===== src/rtl/mac_accumulator.sv =====
// -----------------------------------------------------------------------------
// mac_accumulator
//
// Purpose
//   Datapath stage that sits behind the MAC sequencer. It captures one operand
//   pair per sequencer phase and computes
//     RESULT = A1*B1 + A2*B2 + A3*B3
//   in a three-stage pipeline: capture, multiply, accumulate. Each completed
//   sequence produces a one-cycle DONE pulse. RESULT is updated on the same
//   edge as DONE.
//
// Parameters
//   WIDTH      unsigned operand width
//   ACC_WIDTH  accumulator and RESULT width. If this is narrower than the full
//              sum needs, the sum saturates at all-ones and OVF reports it.
//
// Ports
//   clk     in   1          system clock, rising edge
//   RST     in   1          synchronous reset, active-high
//   EN      in   1          sequencer enable; when low, a bubble is captured
//   PHASE   in   3          one-hot phase: 001=term1, 010=term2, 100=term3
//   A       in   WIDTH      operand A, sampled on the capture edge
//   B       in   WIDTH      operand B, sampled on the capture edge
//   RESULT  out  ACC_WIDTH  last completed sum, held until the next completion
//   DONE    out  1          one-cycle completion pulse
//   OVF     out  1          the sum published with DONE saturated; held to next DONE
//
// Timing
//   A phase-3 capture on edge t makes RESULT and DONE valid after edge t+2.
//   The pipeline never stalls. EN low or a PHASE that is not one-hot only
//   inserts a bubble, so a pause between phases keeps the partial sum.
// -----------------------------------------------------------------------------
module mac_accumulator #(
  parameter int WIDTH     = 4,
  parameter int ACC_WIDTH = 2*WIDTH+2
) (
  input  logic                 clk,
  input  logic                 RST,
  input  logic                 EN,
  input  logic [2:0]           PHASE,
  input  logic [WIDTH-1:0]     A,
  input  logic [WIDTH-1:0]     B,
  output logic [ACC_WIDTH-1:0] RESULT,
  output logic                 DONE,
  output logic                 OVF
);

  localparam int PROD_W = 2*WIDTH;
  // The sum is one bit wider than the wider of the accumulator and the product.
  // That extra bit always holds a carry, so overflow is a plain compare.
  localparam int SUM_W  = ((ACC_WIDTH > PROD_W) ? ACC_WIDTH : PROD_W) + 1;

  // ---------------------------------------------------------------------------
  // Stage 1: capture
  // ---------------------------------------------------------------------------
  logic             w_phase_ok;
  logic [WIDTH-1:0] r_a1;
  logic [WIDTH-1:0] r_b1;
  logic [2:0]       r_tag1;
  logic             r_v1;

  always_comb begin
    w_phase_ok = 1'b0;
    case (PHASE)
      3'b001, 3'b010, 3'b100: w_phase_ok = 1'b1;
      default:                w_phase_ok = 1'b0;
    endcase
  end

  always_ff @(posedge clk) begin
    if (RST) begin
      r_a1   <= '0;
      r_b1   <= '0;
      r_tag1 <= '0;
      r_v1   <= 1'b0;
    end else begin
      r_v1 <= EN & w_phase_ok;
      if (EN & w_phase_ok) begin
        r_a1   <= A;
        r_b1   <= B;
        r_tag1 <= PHASE;
      end
    end
  end

  // ---------------------------------------------------------------------------
  // Stage 2: multiply (full-width product)
  // ---------------------------------------------------------------------------
  logic [PROD_W-1:0] w_prod;
  logic [PROD_W-1:0] r_p2;
  logic [2:0]        r_tag2;
  logic              r_v2;

  assign w_prod = PROD_W'(r_a1) * PROD_W'(r_b1);

  always_ff @(posedge clk) begin
    if (RST) begin
      r_p2   <= '0;
      r_tag2 <= '0;
      r_v2   <= 1'b0;
    end else begin
      r_v2 <= r_v1;
      if (r_v1) begin
        r_p2   <= w_prod;
        r_tag2 <= r_tag1;
      end
    end
  end

  // ---------------------------------------------------------------------------
  // Stage 3: saturating accumulate and publish
  // ---------------------------------------------------------------------------
  logic [ACC_WIDTH-1:0] r_acc;
  logic                 r_sat;
  logic [ACC_WIDTH-1:0] r_result;
  logic                 r_done;
  logic                 r_ovf;

  logic [SUM_W-1:0]     w_base;
  logic [SUM_W-1:0]     w_sum;
  logic [SUM_W-1:0]     w_max;
  logic                 w_over;
  logic [ACC_WIDTH-1:0] w_acc_next;
  logic                 w_sat_next;
  logic                 w_acc_en;
  logic                 w_finish;

  // Term 1 restarts the sum from zero. Any stale partial sum is dropped.
  assign w_base     = r_tag2[0] ? '0 : SUM_W'(r_acc);
  assign w_sum      = w_base + SUM_W'(r_p2);
  assign w_max      = SUM_W'({ACC_WIDTH{1'b1}});
  assign w_over     = (w_sum > w_max);
  assign w_acc_next = w_over ? {ACC_WIDTH{1'b1}} : w_sum[ACC_WIDTH-1:0];
  assign w_sat_next = (r_tag2[0] ? 1'b0 : r_sat) | w_over;
  assign w_acc_en   = r_v2 & (|r_tag2);

  // Suppress a publish that would follow directly after another one.
  // This guarantees DONE is never high on two consecutive cycles, even
  // when the same phase-3 term is repeated.
  assign w_finish   = r_v2 & r_tag2[2] & ~r_done;

  always_ff @(posedge clk) begin
    if (RST) begin
      r_acc    <= '0;
      r_sat    <= 1'b0;
      r_result <= '0;
      r_done   <= 1'b0;
      r_ovf    <= 1'b0;
    end else begin
      r_done <= w_finish;
      if (w_acc_en) begin
        r_acc <= w_acc_next;
        r_sat <= w_sat_next;
      end
      if (w_finish) begin
        r_result <= w_acc_next;
        r_ovf    <= w_sat_next;
      end
    end
  end

  assign RESULT = r_result;
  assign DONE   = r_done;
  assign OVF    = r_ovf;

endmodule


===== config.mk =====
export PLATFORM = sky130hd
export DESIGN_NAME = mac_accumulator
export DESIGN_NICKNAME = d
export VERILOG_FILES = /design/src/rtl/mac_accumulator.sv
export SDC_FILE = /design/constraint.sdc
export NUM_CORES = 1
export LEC_CHECK = 0
export CORE_MARGIN = 3
export CORE_UTILIZATION = 45
export DETAILED_ROUTE_END_ITERATION = 12
export PLACE_DENSITY_LB_ADDON = 0.12
export SLEW_MARGIN = 5
export SYNTH_ARGS = -nofsm -noshare
export SYNTH_HDL_FRONTEND = slang
export SYNTH_SLANG_ARGS = --single-unit

===== constraint.sdc =====
create_clock -name clk -period 3.26 [get_ports clk]
set_clock_uncertainty 0.2 [all_clocks]
set_input_delay 0.652 -clock clk [delete_from_list [all_inputs] [get_ports clk]]
set_output_delay 0.652 -clock clk [all_outputs]
set_load 0.01 [all_outputs]

## Word-level counts from Yosys, hierarchy flattened

Index checks and enable logic that the tools add are counted.
W data, S select, Z words.

- Multipliers: 1
- Equality and inequality tests: 3
- Reduce and logical (&&, ||, !) cells: 2
- $lt $le $gt $ge: 1
- Muxes and demuxes: 4
- $add $sub $neg: 1
- Bitwise gates (word level): 6

Operators with widths:

| operator | number |
|---|---|
| $mux W10 | 2 |
| $add A10 B8 Y11 | 1 |
| $gt A11 B10 Y1 const B | 1 |
| $mul A4 B4 Y8 | 1 |
| $reduce_or A3 Y1 | 2 |
| $and A1 B1 Y1 | 4 |
| $eq A3 B1 Y1 const B | 1 |
| $eq A3 B2 Y1 const B | 1 |
| $eq A3 B3 Y1 const B | 1 |
| $mux W1 | 2 |
| $not A1 Y1 | 1 |
| $or A1 B1 Y1 | 1 |

- Bits in registers: 47
- Output and inout port bits: 12
- Input port bits: 14
- Logic and storage cells: 30

## Longest topological paths before layout

Gate-level depths: netlist (run 1).

- Depth after elaboration: 4
- Mapped depth: 11

## Worst setup path after synthesis (run 1)

No wires, ideal clock.

- Kind: register to register
- From: register r_a1[0]
- To: register r_p2[6]
- Slack: 392 ps
- Clock period less this slack: 2868 ps
- Arrival: 2540 ps
- Path buffers: 0
- Stages on the path, launching flop included: 11
- Path through: dfxtp_1 nand2_1 fa_1 fa_1 inv_1 fa_1 a21o_1 a21oi_1 xnor2_1 mux2i_1 nor2_1

- Word-level cells in the longest chain between the ends: 1

RTL lines:

| element | RTL line | source |
|---|---|---|
| start, declared | 57 | `logic [WIDTH-1:0] r_a1;` |
| start signal, assigned | 72 | `r_a1 <= '0;` |
| start signal, assigned | 79 | `r_a1 <= A;` |
| $mul A4 B4 Y8 | 94 | `assign w_prod = PROD_W'(r_a1) * PROD_W'(r_b1);` |
| end signal, assigned | 104 | `r_p2 <= w_prod;` |
| end, declared | 90 | `logic [PROD_W-1:0] r_p2;` |

Every way passes these cells.
A chain may end at the register's enable or synchronous reset.

## Worst setup path in the final report (run 1)

- From: register r_b1[3]
- To: register r_p2[7]

- Word-level cells in the longest chain between the ends: 1

RTL lines:

| element | RTL line | source |
|---|---|---|
| start, declared | 58 | `logic [WIDTH-1:0] r_b1;` |
| start signal, assigned | 73 | `r_b1 <= '0;` |
| start signal, assigned | 80 | `r_b1 <= B;` |
| $mul A4 B4 Y8 | 94 |  |

Every way passes these cells.

==> results of run 1 <==
-- critical path: stages, from the launching register on --
cell	delay (ns)
sky130_fd_sc_hd__dfxtp_1	0.39
sky130_fd_sc_hd__nand2_1	0.10
sky130_fd_sc_hd__fa_1	0.51
sky130_fd_sc_hd__fa_1	0.54
sky130_fd_sc_hd__inv_1	0.06
sky130_fd_sc_hd__ha_1	0.29
sky130_fd_sc_hd__a21o_1	0.19
sky130_fd_sc_hd__a211oi_1	0.24
sky130_fd_sc_hd__nor2_1	0.09
sky130_fd_sc_hd__mux2i_1	0.14
sky130_fd_sc_hd__o311ai_0	0.14
-- logic make-up after synthesis --
logic type / count (synthesis) / share of synthesized area
and+or+nand+nor: 112 / 0.202
AOI/OAI and AO/OA: 60 / 0.177
DFF: 47 / 0.352
buffers and inverters: 25 / 0.0355
adders and majority gates: 25 / 0.131
muxes: 20 / 0.0767
xor gates and xnor gates: 8 / 0.0262
-- per-stage QoR --
step | hold slack [ns] | utilization
6_report | 0.298 | 0.543
5_1_grt | 0.325 | 0.543
4_1_cts | 0.298 | 0.543
3_5_place_dp | 0.283 | 0.528
3_3_place_gp | 0.269 | 0.528
2_1_floorplan | 0.251 | -
-- per-layer routing --
layer | wire, um | part of all wire | vias up | global-route usage
met1 | 2540 | 0.52 | 907 | 0.206
met4 | 73 | 0.015 | 0 | 0.0535
met2 | 2090 | 0.43 | 36 | 0.232
li1 | - | - | 1087 | -
met5 | 0 | 0 | - | 0
met3 | 186 | 0.038 | 7 | 0.0308
-- layout make-up --
class,count,area share
well taps,72,0.0294
repair buffers,28,0.0875
clock inverters,1,0.00163
flip-flops and latches,47,0.307
multi-input cells,225,0.536
clock buffers,7,0.0249
inverters,11,0.0135
-- layout by cell type (no fill, tap or decap), drive strengths merged, types with 10 or more instances in the layout --
cell type and count:
a211oi 16, a21oi 14, clkdlybuf4s50 24, dfxtp 47, ha 20, inv 11
mux2i 19, nand2 14, nor2 55, nor2b 10
-- worst max path at each step --
stage                         startpoint                    to  slack (ns)  cells past startpoint
floorplan           r_a1[0]$_SDFFE_PP0P_  r_p2[6]$_SDFFE_PP0P_        0.39                     10
global placement    r_b1[3]$_SDFFE_PP0P_  r_p2[7]$_SDFFE_PP0P_        0.27                     10
detailed placement  r_b1[3]$_SDFFE_PP0P_  r_p2[7]$_SDFFE_PP0P_        0.21                     10
CTS                 r_b1[3]$_SDFFE_PP0P_  r_p2[7]$_SDFFE_PP0P_        0.20                     10
global route        r_b1[3]$_SDFFE_PP0P_  r_p2[7]$_SDFFE_PP0P_        0.02                     10
finish              r_b1[3]$_SDFFE_PP0P_  r_p2[7]$_SDFFE_PP0P_        0.23                     10
-- power groups by stage --
stage	Combinational [uW]	Clock, uW	Sequential, uW
floorplan	48.0	0	604
global placement	69.3	0	609
detailed placement	69.6	0	610
CTS	70.0	350	596
global route	76.8	377	599
finish	68.9	332	596
-- state kept, by name (all words and copies together), names as in the netlist --
name,flops
r_v1,1
DONE,1
OVF,1
r_sat,1
r_tag1,3
r_p2,8
r_tag2,3
RESULT,10
r_a1,4
r_acc,10
r_b1,4
r_v2,1
==> parameters.txt, run 1 <==
Parameter                              Value

CTS
  Root cell of the clock tree    sky130_fd_sc_hd__clkbuf_8
  Total CTS buffers    5
  Number of buffers inserted to repair setup after CTS    0
  Clock input transition at the sequential cells of the worst setup and hold paths    0.08 ns
  Clk Latency, worst-skew pair    0.29 ns
  H-tree Lvls    2
  Buffers from clock root to sink, at most    2
  Cts hold-fix bufs    0
  Clock tree from TritonCTS    built
  Total of cells resized after clock tree synthesis    0
  CTS sink count    47

STA
  Period minus WS final    between 3 and 4 ns
  Count of pins over their slew limit    0
  Max transition margin    0.378
  Post-Route Setup TNS    0 ns
  Setup violations, final    0
  Tcrit/Tclk final    0.929
  Highest Clock Rate    0.330 GHz
  Setup slack after layout    0.230 ns
  Unrepaired setup endpoints after global routing    false
  Endpoints failing hold    0
  Transition time at the pin with the least slew margin    between 0.9 and 1 ns

Yosys
  Number of enable-type register cells in the synthesized netlist    0
  Sequential area share after synthesis    0.352
  Mean instance size in the synthesized netlist    9.01 um^2
  Distinct cell type count of the synthesized netlist    52
  Syn Nets    336
  Number of cells produced by synthesis    297
  Asr flop ratio synth    0
  Leading cell type by number of instances after synthesis    sky130_fd_sc_hd__nor2_1
  Fraction of synthesized cell area taken by the top area cell type    0.352
  Cell taking the most area after synthesis    sky130_fd_sc_hd__dfxtp_1
  Yosys warning count    0
  Top_reg_cell synth    sky130_fd_sc_hd__dfxtp_1
  Ranking of synthesized cells by area    sky130_fd_sc_hd__dfxtp_1 (35%), sky130_fd_sc_hd__ha_1 (9.4%), sky130_fd_sc_hd__nor2_1 (7.7%), sky130_fd_sc_hd__mux2i_1 (7.1%), sky130_fd_sc_hd__a211oi_1 (4.2%)
  Synth Register Bits    between 40 and 50
  Cell area after synthesis    0.00268 mm^2
  Top post-synthesis cells by count    sky130_fd_sc_hd__nor2_1 (55), sky130_fd_sc_hd__dfxtp_1 (47), sky130_fd_sc_hd__ha_1 (20)

Pwr
  Worst vdd rail ir drop    0.251 mV
  Internal power component    slightly below 800 uW
  Static leakage    0.00127 uW
  Switching part of the total    0.228
  Power per standard cell area    around 330 mW/mm^2
  Power Total    roughly 1000 uW
  Net load switching power    ~230 uW
  Sequential share of power    0.598
  Clk network pwr share    0.333
  Combinational fraction of design power    0.069

Placement
  Placed cell count    ~380
  Post-DP Area    0.00298 mm^2
  Half-perimeter wire length after detailed placement    3640 um
  Final weighted congestion in routability-driven placement    ~0.86
  Worst Setup Slack post-DPL    approximately 0.21 ns
  PortBufs    25

Detailed routing
  Number of vias per cell after detailed routing    5.21
  WL per Instance    12.5 um
  Total Wirelength    between 4000 and 5000 um
  Antenna Violating Nets Remaining    0
  DR DRC count    0
  Total number of vias    roughly 2.0k
  TritonRoute pass-1 iters    4
  1st-iter DRT viols    roughly 100

Layout
  Count of fill cells added during filler insertion    between 500 and 600
  Cell area after layout    around 0.003 mm^2
  Net count, final    roughly 360
  Share of final-layout standard cells stronger than drive strength 1    0.0690
  Antenna Cells    0
  Multi-input combinational cell area    0.00164 mm^2
  Final standard cell count with taps included and fillers excluded    just under 400
  Area Overhead vs Synth    14.4%
  Sequential cell area    around 940 um^2

Floorplan
  Height of the die    83.1 um
  Horizontal extent of the die    83.1 um
  Io pins    26
  Die area    0.00691 mm^2
  Starting utilization of the core area    0.474
  Area of the core    approximately 0.0056 mm^2
  Std cell rows    27

Min path
  Hold depth    2
  Hold/Removal Path Class    flip-flop to flip-flop
  Worst Hold Path EP    r_p2[4]$_SDFFE_PP0P_
  Min-delay src    r_p2[4]$_SDFFE_PP0P_

Worst setup path
  Data arrival time of the critical path    around 3.0 ns
  Critical Path End Type    flip-flop
  Category of the critical setup timing path    flip-flop to flip-flop
  Req. time, crit path    3.20 ns
  Depth of the most critical reg-to-reg path    10
  Kind of launch point of the worst setup path    flip-flop
  R2R Path Start    r_b1[3]$_SDFFE_PP0P_
  FF-to-FF setup slack    around 0.23 ns
  Endpoint of the worst-slack reg-to-reg timing path    r_p2[7]$_SDFFE_PP0P_
  Top fanout value on the critical path    5

Run
  Max-capacitance violation count    0

GRT
  Via count of the first global-routing pass    ~1.8k
  Antenna violations before repair    0
  Congestion Overflow GR    0
  Pin count of the biggest net entering global routing    53
  First-pass GRT wire length    8690 um
  Total global-route track usage    0.150

Outcome
  Run status    complete, no violations
Note: power is estimated with default switching activity, not from simulation.
==> run 2, diff against run 1 <==
Settings changed: CORE_UTILIZATION 45 to 57.
==> run 2 against run 1 <==
Against the previous run:
- worst setup slack worse by 0.033 ns
- combinational power up 2%
- core utilization up 14 points
- cell count down 5.4%
- largest cell class unchanged
- sequential share of layout area up 0.27 points
- flip-flop and latch count unchanged
- maximum frequency down 1.1%
==> parameters.txt, run 2 (same netlist as run 1, synthesis figures left out) <==
Parameter                              Value

Outcome
  Run status    complete, no violations (unchanged)

GRT
  Congestion Overflow GR    0 (unchanged)
  Antenna violations before repair    0 (unchanged)
  Via count of the first global-routing pass    1973 (was 1810)
  Total global-route track usage    0.197 (was 0.150)
  First-pass GRT wire length    8620 um (was 8690 um)
  Pin count of the biggest net entering global routing    33 (was 53)

Layout
  Net count, final    358 (was 357)
  Utilization after layout    0.683 (was 0.543)
  Most common cell after layout, fill and taps aside    sky130_fd_sc_hd__nor2_1 (unchanged)
  Area Overhead vs Synth    13.4% (was 14.4%)
  Antenna Cells    0 (unchanged)
  Count of fill cells added during filler insertion    384 (was 520)
  Final standard cell count with taps included and fillers excluded    370 (was 391)
  Sequential cell area    941 um^2 (unchanged)
  Multi-input combinational cell area    0.00164 mm^2 (unchanged)
  Top library cells by usage in the layout, fill and taps aside    sky130_fd_sc_hd__nor2_1 (55), sky130_fd_sc_hd__dfxtp_1 (47), sky130_fd_sc_hd__clkdlybuf4s50_1 (24), sky130_fd_sc_hd__ha_1 (20), sky130_fd_sc_hd__mux2i_1 (19) (unchanged)
  Cell area after layout    0.00304 mm^2 (was 0.00306 mm^2)
  Share of final-layout standard cells stronger than drive strength 1    0.0692 (was 0.0690)

Pwr
  Static leakage    0.00127 uW (about the same)
  Sequential share of power    0.603 (was 0.598)
  Power per standard cell area    326 mW/mm^2 (about the same)
  Clk network pwr share    0.326 (was 0.333)
  Worst vdd rail ir drop    0.207 mV (was 0.251 mV)
  Combinational fraction of design power    0.071 (was 0.069)
  Switching part of the total    0.228 (about the same)
  Internal power component    764 uW (was 770 uW)
  Net load switching power    226 uW (was 227 uW)

Detailed routing
  Routed length on met2    2340 um (was 2090 um)
  Detailed-routing wirelength on met1    2510 um (was 2540 um)
  Total number of vias    2100 (was 2037)
  DR DRC count    0 (unchanged)
  TritonRoute pass-1 iters    4 (unchanged)
  Highest signal layer in the routed design    met4 (unchanged)
  Met3 routed wirelength    118 um (was 186 um)
  Number of vias per cell after detailed routing    5.68 (was 5.21)
  WL per Instance    13.6 um (was 12.5 um)
  1st-iter DRT viols    88 (was 104)
  Antenna Violating Nets Remaining    0 (unchanged)
  Total Wirelength    5020 um (was 4890 um)

CTS
  Total of cells resized after clock tree synthesis    0 (unchanged)
  Buffers from clock root to sink, at most    2 (unchanged)
  CTS sink count    47 (unchanged)
  Clk Latency, worst-skew pair    0.29 ns (about the same)
  Clock tree from TritonCTS    built (unchanged)
  Total CTS buffers    5 (unchanged)
  H-tree Lvls    2 (unchanged)
  Clock input transition at the sequential cells of the worst setup and hold paths    0.08 ns (about the same)
  Cts hold-fix bufs    0 (unchanged)
  Number of buffers inserted to repair setup after CTS    0 (unchanged)
  Root cell of the clock tree    sky130_fd_sc_hd__clkbuf_8 (unchanged)

STA
  Count of pins over their slew limit    0 (unchanged)
  Setup violations, final    0 (unchanged)
  Highest Clock Rate    0.326 GHz (was 0.330 GHz)
  Transition time at the pin with the least slew margin    0.778 ns (was 0.933 ns)
  Max transition margin    0.481 (was 0.378)
  Tcrit/Tclk final    0.940 (was 0.929)
  Post-Route Setup TNS    0 ns (unchanged)
  Unrepaired setup endpoints after global routing    false (unchanged)
  Endpoints failing hold    0 (unchanged)
  Period minus WS final    3.06 ns (was 3.03 ns)

Worst setup path
  Top fanout value on the critical path    5 (unchanged)
  Category of the critical setup timing path    flip-flop to flip-flop (unchanged)
  Critical Path End Type    flip-flop (unchanged)
  FF-to-FF setup slack    0.20 ns (was 0.23 ns)
  Data arrival time of the critical path    3.00 ns (was 2.97 ns)
  Req. time, crit path    3.20 ns (about the same)
  Kind of launch point of the worst setup path    flip-flop (unchanged)

Floorplan
  Horizontal extent of the die    74.5 um (was 83.1 um)
  Std cell rows    24 (was 27)
  Io pins    26 (unchanged)
  Starting utilization of the core area    0.602 (was 0.474)
  Height of the die    74.5 um (was 83.1 um)
  Die area    0.00555 mm^2 (was 0.00691 mm^2)
  Area of the core    0.00444 mm^2 (was 0.00564 mm^2)

Placement
  Half-perimeter wire length after detailed placement    3780 um (was 3640 um)
  Final weighted congestion in routability-driven placement    0.864 (was 0.860)
  Placed cell count    364 (was 383)
  Post-DP Area    0.00296 mm^2 (was 0.00298 mm^2)
  PortBufs    25 (unchanged)

Min path
  Hold/Removal Path Class    flip-flop to flip-flop (unchanged)

Run
  Max-capacitance violation count    0 (unchanged)
run 2: changes by cell type in the layout (fill, tap and decap cells not counted):
cell	previous run	this run
sky130_fd_sc_hd__clkinv_2	1	0
sky130_fd_sc_hd__buf_4	3	4
sky130_fd_sc_hd__clkbuf_1	2	1
run 2: final timing paths:
path,start,cells past startpoint,end
setup / recovery,r_a1[0]$_SDFFE_PP0P_,10,r_p2[7]$_SDFFE_PP0P_
hold / removal,RESULT[9]$_SDFFE_PP0P_,2,RESULT[9]$_SDFFE_PP0P_
setup reg to reg,r_a1[0]$_SDFFE_PP0P_,10,r_p2[7]$_SDFFE_PP0P_
hold reg to reg,RESULT[9]$_SDFFE_PP0P_,2,RESULT[9]$_SDFFE_PP0P_
run 2: routing by layer:
| layer | vias to the layer above | global-route usage |
|---|---|---|
| li1 | 1093 | - |
| met1 | 984 | 0.261 |
| met2 | 18 | 0.324 |
| met3 | 5 | 0.0432 |
| met4 | 0 | 0.0514 |
| met5 | - | 0 |
run 2: critical path, cell delays in order (launching register included):
cell and delay (ns):
sky130_fd_sc_hd__dfxtp_1 0.41, sky130_fd_sc_hd__nand2_1 0.10, sky130_fd_sc_hd__fa_1 0.51, sky130_fd_sc_hd__fa_1 0.54, sky130_fd_sc_hd__inv_1 0.07, sky130_fd_sc_hd__ha_1 0.29
sky130_fd_sc_hd__a21o_1 0.19, sky130_fd_sc_hd__a211oi_1 0.24, sky130_fd_sc_hd__nor2_1 0.08, sky130_fd_sc_hd__mux2i_1 0.15, sky130_fd_sc_hd__o311ai_0 0.13
run 2: final cells by class:
class | count | share of cell area
clock buffer | 6 | 0.0239
timing repair buffer | 29 | 0.0907
inverter | 11 | 0.0136
tap | 52 | 0.0214
multi-input combinational | 225 | 0.540
sequential | 47 | 0.310
run 2: metrics by stage:
step | hold slack (ns) | power [uW] | worst slack [ns]
after CTS | 0.284 | 998 | 0.180
after global placement | 0.269 | 679 | 0.283
after global routing | 0.316 | 1030 | 0.0255
final | 0.281 | 990 | 0.197
after detailed placement | 0.272 | 681 | 0.202
after floorplan | 0.251 | 652 | 0.392
run 2: power groups by stage:
stage,combinational (uW),sequential (uW),clock (uW)
final,70.4,597,322
after global routing,79.2,599,349
after CTS,71.0,597,330
after detailed placement,70.6,611,0
after global placement,69.7,610,0
after floorplan,48.0,604,0
==> run 3, diff against run 2 <==
Settings changed: CORE_MARGIN 3 to 1.
==> run 3 against run 2 <==
Against the previous run:
- sequential power barely moved
- count of clock-buffer cells in the layout decreased by 1
- largest cell class unchanged
- cell count grew 0.27%
- final area grew 0.12%
- core utilization up 0.084 points
==> parameters.txt, run 3 (same netlist as run 1, synthesis figures left out) <==
Parameter                              Value

GRT
  Total global-route track usage    0.220 (was 0.197)
  Antenna violations before repair    0 (unchanged)
  Via count of the first global-routing pass    1890 (was 1973)
  Pin count of the biggest net entering global routing    36 (was 33)
  Congestion Overflow GR    0 (unchanged)
  First-pass GRT wire length    8630 um (was 8620 um)

Worst setup path
  Cell breakdown of the critical path    nand2_1, fa_1, fa_1, inv_1, ha_1, a21o_1, a211oi_1, nor2_1, mux2i_1, o311ai_0 (unchanged)
  Endpoint of the worst-slack reg-to-reg timing path    r_p2[7]$_SDFFE_PP0P_ (unchanged)
  Critical Path Start    r_a1[0]$_SDFFE_PP0P_ (unchanged)
  Category of the critical setup timing path    flip-flop to flip-flop (unchanged)
  Critical Path End Type    flip-flop (unchanged)
  Data arrival time of the critical path    3.01 ns (was 3.00 ns)
  Slowest cell on the critical path    sky130_fd_sc_hd__fa_1 (unchanged)
  Req. time, crit path    3.22 ns (was 3.20 ns)
  Kind of launch point of the worst setup path    flip-flop (unchanged)
  Most prevalent standard cell on the critical path    sky130_fd_sc_hd__fa_1 (unchanged)
  Depth of the most critical reg-to-reg path    10 (unchanged)
  R2R Path Start    r_a1[0]$_SDFFE_PP0P_ (unchanged)
  Capture point of the worst path    r_p2[7]$_SDFFE_PP0P_ (unchanged)
  Crit-path max cell delay    0.55 ns (was 0.54 ns)
  FF-to-FF setup slack    0.21 ns (was 0.20 ns)
  Top fanout value on the critical path    5 (unchanged)

Detailed routing
  Total number of vias    2085 (was 2100)
  DR DRC count    0 (unchanged)
  Number of vias per cell after detailed routing    5.62 (was 5.68)
  WL per Instance    13.6 um (about the same)
  Total Wirelength    5040 um (was 5020 um)
  Antenna Violating Nets Remaining    0 (unchanged)
  TritonRoute pass-1 iters    4 (unchanged)
  1st-iter DRT viols    90 (was 88)

Placement
  Post-DP Area    0.00296 mm^2 (about the same)
  PortBufs    25 (unchanged)
  Final weighted congestion in routability-driven placement    0.838 (was 0.864)
  Half-perimeter wire length after detailed placement    3600 um (was 3780 um)
  Worst Setup Slack post-DPL    0.209 ns (was 0.202 ns)

STA
  Tcrit/Tclk final    0.935 (was 0.940)
  Setup slack after layout    0.212 ns (was 0.197 ns)
  Unrepaired setup endpoints after global routing    false (unchanged)
  Transition time at the pin with the least slew margin    0.747 ns (was 0.778 ns)
  Post-Route Setup TNS    0 ns (unchanged)
  Setup violations, final    0 (unchanged)
  Period minus WS final    3.05 ns (was 3.06 ns)
  Highest Clock Rate    0.328 GHz (was 0.326 GHz)
  Max transition margin    0.501 (was 0.481)
  Worst hold slack    0.288 ns (was 0.281 ns)
  Endpoints failing hold    0 (unchanged)
  Count of pins over their slew limit    0 (unchanged)

Floorplan
  Std cell rows    24 (unchanged)
  Height of the die    70.5 um (was 74.5 um)
  Area of the core    0.00444 mm^2 (unchanged)
  Io pins    26 (unchanged)
  Die area    0.00497 mm^2 (was 0.00555 mm^2)
  Horizontal extent of the die    70.5 um (was 74.5 um)
  Starting utilization of the core area    0.602 (unchanged)

Layout
  Antenna Cells    0 (unchanged)
  Share of final-layout standard cells stronger than drive strength 1    0.0752 (was 0.0692)
  Top library cells by usage in the layout, fill and taps aside    sky130_fd_sc_hd__nor2_1 (55), sky130_fd_sc_hd__dfxtp_1 (47), sky130_fd_sc_hd__clkdlybuf4s50_1 (24), sky130_fd_sc_hd__ha_1 (20), sky130_fd_sc_hd__mux2i_1 (19) (unchanged)
  Cell area after layout    0.00304 mm^2 (about the same)
  Net count, final    357 (was 358)
  Most common cell after layout, fill and taps aside    sky130_fd_sc_hd__nor2_1 (unchanged)
  Area Overhead vs Synth    13.6% (was 13.4%)

Min path
  Hold/Removal Path Class    flip-flop to flip-flop (unchanged)

CTS
  H-tree Lvls    2 (unchanged)
  Root cell of the clock tree    sky130_fd_sc_hd__clkbuf_8 (unchanged)
  Clock tree from TritonCTS    built (unchanged)
  Buffers from clock root to sink, at most    2 (unchanged)
  Clock input transition at the sequential cells of the worst setup and hold paths    0.09 ns (was 0.08 ns)
  Clk Latency, worst-skew pair    0.31 ns (was 0.29 ns)
  Total of cells resized after clock tree synthesis    0 (unchanged)
  Number of buffers inserted to repair setup after CTS    0 (unchanged)
  Total CTS buffers    5 (unchanged)
  CTS sink count    47 (unchanged)
  Cts hold-fix bufs    0 (unchanged)

Run
  Max-capacitance violation count    0 (unchanged)

Pwr
  Power per standard cell area    335 mW/mm^2 (was 326 mW/mm^2)
  Static leakage    0.00128 uW (was 0.00127 uW)
  Worst vdd rail ir drop    0.204 mV (was 0.207 mV)

Outcome
  Run status    complete, no violations (unchanged)
==> run 3: per-stage QoR <==
step	power (uW)	util	std cells
3_5_place_dp	681	0.665	363
2_1_floorplan	652	-	297
3_3_place_gp	680	0.665	363
4_1_cts	1020	0.684	371
6_report	1020	0.684	371
5_1_grt	1060	0.684	371
==> run 3: final cells by class <==
type                            instances  area (um^2)
Clock buffer                            5         68.8
Clock inverter                          3         15.0
Fill cell                             374         1410
Inverter                               11         41.3
Multi-Input combinational cell        225         1640
Sequential cell                        47          941
Tap cell                               52         65.1
Timing Repair Buffer                   28          268
==> run 3: worst min-delay path by stage <==
stage | slack, ns | depth (start not counted) | startpoint | to
finish | 0.29 | 2 | RESULT[9]$_SDFFE_PP0P_ | RESULT[9]$_SDFFE_PP0P_
detailed placement | 0.27 | 2 | RESULT[9]$_SDFFE_PP0P_ | RESULT[9]$_SDFFE_PP0P_
floorplan | 0.25 | 2 | r_p2[0]$_SDFFE_PP0P_ | r_p2[0]$_SDFFE_PP0P_
global placement | 0.27 | 2 | RESULT[9]$_SDFFE_PP0P_ | RESULT[9]$_SDFFE_PP0P_
global route | 0.31 | 2 | RESULT[9]$_SDFFE_PP0P_ | RESULT[9]$_SDFFE_PP0P_
CTS | 0.29 | 2 | RESULT[9]$_SDFFE_PP0P_ | RESULT[9]$_SDFFE_PP0P_
==> run 3: power by group <==
part	internal, uW	switching (uW)
Sequential	584	13.5
Combinational	36.6	33.8
Clock	147	202
==> run 3: worst max-delay path, delay by kind of cell, from the launching register on <==
family          cells  cell delay, ns
simple gates        2            0.19
flops               1            0.40
compound gates      3            0.55
fa+ha+maj           3            1.34
mux                 1            0.14
buf+inv             1            0.07
==> run 3: metal layers <==
layer  GRT usage  vias to the layer above  share of wire
li1            -                     1089              -
met1       0.296                      967           0.52
met2       0.344                       20           0.44
met3      0.0361                        9          0.020
met4       0.104                        0          0.021
met5           0                        -              0
